$ cat src/rtl/skid_buffer.sv
// skid_buffer: two-entry valid/ready pipeline stage that fully decouples the
// upstream and downstream handshakes. Every output comes from a flop, so there
// is no combinational path from any input to any output.
//
// Ports:
//   clk        single clock; all state updates on its rising edge
//   reset      synchronous, active-high; overrides any accept or take
//   in_valid   upstream presents in_data
//   in_ready   block can accept a word (registered)
//   in_data    upstream data word
//   out_valid  out_data holds a valid word (registered)
//   out_ready  downstream consumes the current word
//   out_data   head word, driven directly from the main register
//   count      occupancy 0..2 (registered)
//
// state | meaning
// ------+---------------------------------------------
// EMPTY | nothing held, in_ready=1, out_valid=0
// ONE   | main holds head word, in_ready=1, out_valid=1
// TWO   | main + skid hold words, in_ready=0, out_valid=1
module skid_buffer #(
  parameter int WIDTH = 32
) (
  input  logic             clk,
  input  logic             reset,
  input  logic             in_valid,
  output logic             in_ready,
  input  logic [WIDTH-1:0] in_data,
  output logic             out_valid,
  input  logic             out_ready,
  output logic [WIDTH-1:0] out_data,
  output logic [1:0]       count
);

  // Encoding matches the occupancy count.
  localparam logic [1:0] EMPTY = 2'd0;
  localparam logic [1:0] ONE   = 2'd1;
  localparam logic [1:0] TWO   = 2'd2;

  logic [1:0]       state;
  logic [1:0]       state_nxt;
  logic [WIDTH-1:0] main_q;
  logic [WIDTH-1:0] skid_q;
  logic [WIDTH-1:0] main_nxt;
  logic [WIDTH-1:0] skid_nxt;
  logic             accept;
  logic             take;

  // Handshakes use the registered flags, so in_valid while in_ready=0 and
  // out_ready while out_valid=0 fall out as no-ops.
  assign accept = in_valid & in_ready;
  assign take   = out_valid & out_ready;

  always_comb begin
    state_nxt = state;
    main_nxt  = main_q;
    skid_nxt  = skid_q;
    case (state)
      EMPTY: begin
        if (accept) begin
          main_nxt  = in_data;
          state_nxt = ONE;
        end
      end
      ONE: begin
        if (accept && take) begin
          main_nxt = in_data;
        end else if (accept) begin
          skid_nxt  = in_data;
          state_nxt = TWO;
        end else if (take) begin
          state_nxt = EMPTY;
        end
      end
      TWO: begin
        if (take) begin
          main_nxt  = skid_q;
          state_nxt = ONE;
        end
      end
      default: state_nxt = EMPTY;
    endcase
  end

  always_ff @(posedge clk) begin
    if (reset) begin
      state     <= EMPTY;
      main_q    <= '0;
      skid_q    <= '0;
      in_ready  <= 1'b1;
      out_valid <= 1'b0;
      count     <= 2'd0;
    end else begin
      state     <= state_nxt;
      main_q    <= main_nxt;
      skid_q    <= skid_nxt;
      // Flags are decoded from the next state so they stay pure flop outputs.
      in_ready  <= (state_nxt != TWO);
      out_valid <= (state_nxt == ONE) || (state_nxt == TWO);
      count     <= state_nxt;
    end
  end

  assign out_data = main_q;

endmodule

$ cat config.mk
export PLATFORM = sky130hd
export DESIGN_NAME = skid_buffer
export DESIGN_NICKNAME = d
export VERILOG_FILES = /design/src/rtl/skid_buffer.sv
export SDC_FILE = /design/constraint.sdc
export NUM_CORES = 1
export LEC_CHECK = 0
export ABC_AREA = 0
export CORE_ASPECT_RATIO = 1.4
export CORE_MARGIN = 2
export CORE_UTILIZATION = 38
export DETAILED_ROUTE_END_ITERATION = 8
export GPL_ROUTABILITY_DRIVEN = 0
export PLACE_DENSITY = 0.66
export SLEW_MARGIN = 10
export SYNTH_ARGS = -nofsm -noshare
export SYNTH_HDL_FRONTEND = slang
export SYNTH_SLANG_ARGS = --single-unit
$ cat constraint.sdc
create_clock -name clk -period 1.7 [get_ports clk]
set_input_delay 0.255 -clock clk [delete_from_list [all_inputs] [get_ports clk]]
set_output_delay 0.255 -clock clk [all_outputs]
set_load 0.05 [all_outputs]
# == Word level (Yosys, flattened, before mapping) ==
# Index checks and enable logic that the tools add are counted.
# word_totals
register_bits,68
output_inout_bits,36
elab_cells,32
inputBits,36
# classes
n_mux,10
reduce_logical,6
eq_ne,8
bitwise_logic,3
# ops
op,n
two-way mux 32 bit,3
one-hot mux 32 bit (3 select lines),1
two-way mux 2 bit,5
"!= test 2 bit, second input constant",4
one-hot mux 2 bit (3 select lines),1
"equality test 2 x 1 -> 1 bit, second input constant",2
"equality test 2 bit, second input constant",2
AND reduction 4 bit,1
AND reduction 3 bit,1
nonzero test 3 bit,1
bitwise AND 1 bit,2
zero test 2 bit,1
logical AND 1 bit,1
logical OR 1 bit,1
inverter 1 bit,1

# == Logic depth before layout (Yosys ltp) ==
# Gate-level depths: netlist of the first run.
# depth
word_depth,7
depth_mapped,8
depth_no_buf,5

# == Worst setup path after synthesis of the first run ==
# OpenSTA, ideal clock, no wires.
# synth_timing
path_kind,reg2reg
start,register state[1]
end,register out_valid
t_arrival_ps,1878
path_stages_with_launch,9
t_required_ps,1634
setup_time_ps,66
slack_ps,-244
n_path_buf,3
period_less_slack_ps,1944
path_cell_list,dfxtp_1 > and3b_1 > buf_2 > buf_6 > buf_6 > a21oi_2 > o22a_1 > ha_1 > nor2_1
# synth_via
elab_chain_len,6
elab_cells_between_ends,12
cone_classes,eq/ne: 4; mux: 6; reduce/logical: 2
# synth_rtl
element,line_no,text
start: declaration,40,logic [1:0] state;
start signal: assignment,94,state <= state_nxt;
two-way mux 2 bit,71,end else if (take) begin
two-way mux 2 bit,68,end else if (accept) begin
two-way mux 2 bit,66,if (accept && take) begin
one-hot mux 2 bit (3 select lines) *,58,case (state)
equality test 2 x 1 -> 1 bit / equality test 2 bit (equally long branches),99,out_valid <= (state_nxt == ONE) || (state_nxt == TWO);
logical OR 1 bit *,99,
end signal: assignment,99,
end: declaration,29,"output logic out_valid,"
# Mark *: on every way between the ends. The rest lies on a longest branch, timed or not.
# A chain may end at the register's enable or synchronous reset.

# == Worst setup path after layout of the first run ==
# layout_timing
start,input out_ready
end,"register main_q[0], in the netlist out_data[0]"
# layout_via
elab_chain_len,4
elab_cells_between_ends,5
cone_classes,eq/ne: 2; bitwise: 1; reduce/logical: 2
# layout_rtl
element,line_no,text
start: declaration,30,"input logic out_ready,"
bitwise AND 1 bit *,52,assign take = out_valid & out_ready;
logical AND 1 bit,66,
!= test 2 bit (no source line),--,
AND reduction 4 bit (no source line) *,--,
end signal: assignment,95,main_q <= main_nxt;
end: declaration,42,logic [WIDTH-1:0] main_q;
# Marks and branches as above.

==> flow_metrics.tcl, run 1 <==
set metrics [dict create \
    setup_viol 0 \
    wl_met3_um 272 \
    core_mm2 0.008198 \
    cp-start-kind "primary input" \
    finalWirelength_um 8256 \
    cts_htree_levels 3 \
    cts_tree "yes" \
    worstPathArrival_ns 1.75 \
    highest_layer "met4" \
    ctsHoldBuffers 0 \
    syn2layout_area_growth_pct 32.77 \
    clkPwrFrac_pct 33.5 \
    multi_input_area_mm2 0.001633 \
    synth.distinct_cells 26 \
    min_period_ns 1.573 \
    hp-class "in -> reg" \
    die_area_mm2 0.009211 \
    synth_top_flop_cell "dfxtp_1" \
    p_sw_mw 2.002 \
    ys_ff_latch 68 \
    dr.pass1.iters 4 \
    critical_path_class "in -> reg" \
    grt_pass1_wl_um 12990 \
    fin_crit_sh_pct 92.51 \
    seqPwrFrac_pct 33.4 \
    cts_buffers 9 \
    switching_share_pct 34.41 \
    via_per_inst 5.592 \
    root_buffer "clkbuf_16" \
    wl_per_cell_um 16.92 \
    clockBufferDepth 2 \
    grt_pass1_vias 2591 \
    p_per_area_mw_per_mm2 1365 \
    seqCellArea_mm2 0.001370 \
    crit_required_ns 1.87 \
    wl_met1_um 3661 \
    nFillCells 745 \
    synth_edf_count 0 \
    p_comb_share_pct 33.1 \
    vias 2729 \
    drt_iter0_markers 225 \
    async_reset_ff_share_pct 0 \
    n_antenna_cell 0 \
    track_usage_pct 18.12 \
    nets 419 \
    synthesis.nets 357 \
    syn_avg_cell_area_um2 10.03 \
    grt_start_max_net_pins 37 \
    fmax_ghz 0.6358 \
    postRouteAntennaNets 0 \
    initial_core_util_pct 39.16 \
    yosys_warnings 0 \
    clk_latency_ns 0.32 \
    syn_inst 320 \
    io_pins 72 \
    slew_viol_final 0 \
    gr-total-overflow 0 \
    rows 39 \
    cp-end-kind "flop" \
    cp_max_fo 32 \
    cts_setup_buffers 0 \
    path_clk_slew_ns 0.05 \
    antenna_found_initial 0 \
    yosysSeqAreaShare_pct 42.40 \
    cts_sinks 68 \
    leakagePower_nw 1.731 \
    post-place-ws_ns -0.2099 \
    fin_skew_ns 0.005105 \
    drc 0 \
    met2WireLength_um 4196 \
    power.total_mw 5.818 \
    hpwl_um 5267 \
    max-vdd-ir-drop_mv 0.7920 \
    portBuffers 71 \
    synthesis.area_mm2 0.003211 \
    status "finished, final reports clean" \
    hold_viol 0 \
    p_int_mw 3.816 \
    rsz0062_at_grt "false" \
    dieHeight_um 112.8 \
    maxCapViolCount 0 \
    fin_ws_ns 0.1273 \
    slew_headroom_pct 64.47 \
    dieWidth_um 81.69 \
    drive_gt1_share_pct 30.31 \
    tightest_slew_ns 0.5329 \
    cts_resized 0 \
]
critical path, stage by stage:
cell	delay, ns
clkdlybuf4s50_1	0.56
and4b_1	0.31
a21o_4	0.47
a211oi_1	0.15
cell type report:
cell class,instances,share of cell area (%)
Multi-Input combinational cell,212,38.30
Clock inverter,4,1.732
Timing Repair Buffer,91,19.14
Tap cell,102,2.994
Clock buffer,11,5.694
Sequential cell,68,32.14
sequential cells by signal, indices dropped and copies added (netlist names):
register,flops
out_data,32
in_ready,1
out_valid,1
skid_q,32
state,2
synthesized netlist by cell type (all sizes together), types with 2 or more instances:
cell / count / area share (%)
a211oi: 65 / 21
a21oi: 34 / 5.4
buf: 24 / 5.1
clkbuf: 16 / 2.1
dfxtp: 68 / 42
mux2i: 33 / 10
nand2: 2 / 0.23
nand2b: 2 / 0.39
nand3: 32 / 5.0
o21ai: 32 / 5.0
stage by stage:
| stage | hold WS [ns] | instances | TNS [ns] | area (µm²) | utilization [%] |
|---|---|---|---|---|---|
| floorplan | 0.4027 | 320 | 0 | 3219 | - |
| global placement | 0.4585 | 473 | -5.040 | 3946 | 48.14 |
| detailed placement | 0.4654 | 473 | -6.446 | 3946 | 48.14 |
| CTS | 0.1712 | 488 | 0 | 4263 | 52.00 |
| global route | 0.1798 | 488 | 0 | 4263 | 52.00 |
| finish | 0.1766 | 488 | 0 | 4263 | 52.00 |
path summary, 6_finish.rpt:
check | startpoint | endpoint | slack, ns | cells after the start
setup / recovery | out_ready | out_data[0]$_SDFFE_PP0P_ | 0.13 | 4
hold / removal | reset | out_valid$_SDFF_PP0_ | 0.18 | 2
setup reg to reg | out_valid$_SDFF_PP0_ | out_data[0]$_SDFFE_PP0P_ | 0.19 | 3
hold reg to reg | skid_q[23]$_SDFFE_PP0P_ | skid_q[23]$_SDFFE_PP0P_ | 0.47 | 2
kinds of logic after synthesis:
logic type	synth area share (%)
flops	42.40
mux	10.29
fa+ha+maj	0.3896
buf+inv	7.210
compound gates	32.77
simple gates	6.937
power groups by stage:
stage | Clock [mW] | Combinational (mW) | Sequential (mW)
after global routing | 2.06 | 2.04 | 1.96
after global placement | 0 | 1.91 | 1.97
after detailed placement | 0 | 1.94 | 1.97
after floorplan | 0 | 0.895 | 2.45
final | 1.95 | 1.93 | 1.94
after CTS | 1.99 | 1.94 | 1.94
placed cells by master (no fill, tap or decap), types with 2 or more instances in the layout:
cell / synthesis / layout
nand3_1: 32 / 32
a211oi_1: 29 / 29
nand2_1: 2 / 2
dfxtp_4: 0 / 2
a21oi_1: 33 / 33
buf_12: 0 / 4
mux2i_1: 33 / 33
dfxtp_1: 68 / 65
o21ai_0: 32 / 32
buf_4: 0 / 52
clkbuf_16: 0 / 9
bufinv_16: 0 / 2
clkdlybuf4s50_1: 0 / 34
a211oi_2: 36 / 36
metal layers:
metal | track usage [%] | vias up
met5 | 0 | -
met4 | 6.667 | 0
met3 | 2.711 | 10
met2 | 30.05 | 61
met1 | 23.60 | 1327
li1 | - | 1331
(Power assumes the default switching activity.)
==> run 2, diff against run 1 <==
Settings changed: CORE_ASPECT_RATIO 1.4 to not set, MAX_ROUTING_LAYER set to met4.
==> run 2 against run 1 <==
  * Combinational power is essentially flat
  * Sequential share of layout area rose by 1.2 points
  * Sequential power is essentially flat
  * Routed wire length up 0.78%
  * Largest cell class unchanged
  * Maximum frequency grew 5.6%
  * Clock-buffer cell count grew 4
  * Clock power down 37%
  * Global-route usage up 1.1 points
  * Largest power group is now registers
  * Design area shrank 3.6%
  * Final cell count unchanged
==> flow_metrics.tcl, run 2 (synthesis results as in run 1) <==
set metrics [dict create \
    tightest_slew_ns 0.5341 \
    grt_pass1_vias 2653 \
    grt_start_max_net_pins 46 \
    finalWirelength_um 8320 \
    cp-end-kind "flop" \
    ctsHoldBuffers 0 \
    crit_required_ns 1.91 \
    final_core_util_pct 50.02 \
    wl_met1_um 3606 \
    hpwl_um 5174 \
    drc 0 \
    syn2layout_area_growth_pct 28.02 \
    hp-class "in -> reg" \
    postRouteAntennaNets 0 \
    via_per_inst 5.594 \
    cts_sinks 68 \
    leakagePower_nw 1.648 \
    slew_viol_final 0 \
    dieHeight_um 95.92 \
    gr-total-overflow 0 \
    layout_common_cells "65 x dfxtp_1, 46 x buf_4, 36 x a211oi_2" \
    fin_skew_ns 0.008873 \
    cts_setup_buffers 0 \
    portBuffers 71 \
    critical_path_class "reg -> reg" \
    drive_gt1_share_pct 28.72 \
    cts_htree_levels 3 \
    place_area_mm2 0.003938 \
    initial_core_util_pct 39.07 \
    slowest_delay_ns 0.49 \
    cts_tree "yes" \
    worstPathArrival_ns 1.70 \
    cts_buffers 9 \
    core_mm2 0.008217 \
    fin_ws_ns 0.2103 \
    nFillCells 781 \
    fmax_ghz 0.6713 \
    post-place-ws_ns -0.1395 \
    die_area_mm2 0.009200 \
    critPathSlowestCell "a21o_4" \
    cp_max_fo 32 \
    status "finished, final reports clean" \
    root_buffer "clkbuf_8" \
    cts_resized 0 \
    dieWidth_um 95.92 \
    track_usage_pct 19.23 \
    min_period_ns 1.490 \
    finalInstanceArea_mm2 0.004110 \
    max-vdd-ir-drop_mv 0.6928 \
    grt_pass1_wl_um 13280 \
    slew_headroom_pct 64.39 \
    setup_viol 0 \
    n_antenna_cell 0 \
    fin_crit_sh_pct 87.63 \
    layout_commonest_cell "dfxtp_1" \
    met2WireLength_um 4095 \
    cp_cell_sequence "and3b_2, a21o_4, a211oi_2" \
    hold_viol 0 \
    dr.pass1.iters 4 \
    vias 2730 \
    clk_latency_ns 0.35 \
    antenna_found_initial 0 \
    clockBufferDepth 2 \
    highest_layer "met4" \
    wl_met3_um 529 \
    rsz0062_at_grt "false" \
    rows 33 \
    nets 415 \
    maxCapViolCount 0 \
    p_per_area_mw_per_mm2 1232 \
    cp-start-kind "flop" \
    io_pins 72 \
    wl_per_cell_um 17.05 \
    drt_iter0_markers 96 \
    path_clk_slew_ns 0.07 \
]
run 2: cell types whose count changed in the layout (fill, tap and decap cells not counted):
| cell | before | now |
|---|---|---|
| a21boi_2 | 0 | 1 |
| a21boi_4 | 1 | 0 |
| buf_12 | 4 | 6 |
| buf_4 | 52 | 46 |
| bufinv_16 | 2 | 0 |
| clkbuf_1 | 1 | 5 |
| clkbuf_16 | 9 | 1 |
| clkbuf_8 | 1 | 9 |
| clkinv_4 | 1 | 0 |
run 2: report_power, final:
part           leakage, nW  internal, mW  switching [mW]  total (mW)
Clock               0.0868         0.620           0.601        1.22
Combinational         1.00         0.683            1.23        1.91
Sequential           0.559          1.80           0.133        1.93
Total                 1.65          3.10            1.96        5.06
run 2: path summary, 6_finish.rpt:
| check | from | end | slack, ns | cells after the start |
|---|---|---|---|---|
| worst max-delay path | state[1]$_SDFF_PP0_ | out_data[1]$_SDFFE_PP0P_ | 0.21 | 3 |
| worst min-delay path | reset | state[0]$_SDFF_PP0_ | 0.16 | 2 |
| worst max register to register | state[1]$_SDFF_PP0_ | out_data[1]$_SDFFE_PP0P_ | 0.21 | 3 |
| worst min register to register | skid_q[26]$_SDFFE_PP0P_ | skid_q[26]$_SDFFE_PP0P_ | 0.48 | 2 |
run 2: cell type report:
type	instances	area [µm²]	share of cell area, %
well taps	105	131.4	3.196
clock buffers	15	167.7	4.079
repair buffers	87	810.8	19.73
flip-flops and latches	68	1370	33.33
clock inverters	1	5.005	0.1218
multi-input cells	212	1625	39.54
run 2: routing by layer:
| layer | track usage (%) | vias to the layer above |
|---|---|---|
| met5 | - | - |
| li1 | - | 1325 |
| met2 | 30.65 | 66 |
| met3 | 6.813 | 10 |
| met4 | 5.000 | 0 |
| met1 | 23.20 | 1329 |
run 2: stage by stage:
stage	hold slack [ns]	cells	total power [mW]	setup TNS (ns)
after floorplan	0.4027	320	3.344	0
after CTS	0.1473	488	5.112	0
final	0.1604	488	5.063	0
after global placement	0.4595	472	3.862	-3.649
after global routing	0.1471	488	5.298	0
after detailed placement	0.4654	472	3.883	-4.322
run 2: critical path, delay by kind of cell, from the launching register on:
kind             cells  cell delay (ns)
AO/OA/AOI/OAI        2             0.63
AND/OR/NAND/NOR      1             0.33
flip-flops           1             0.37
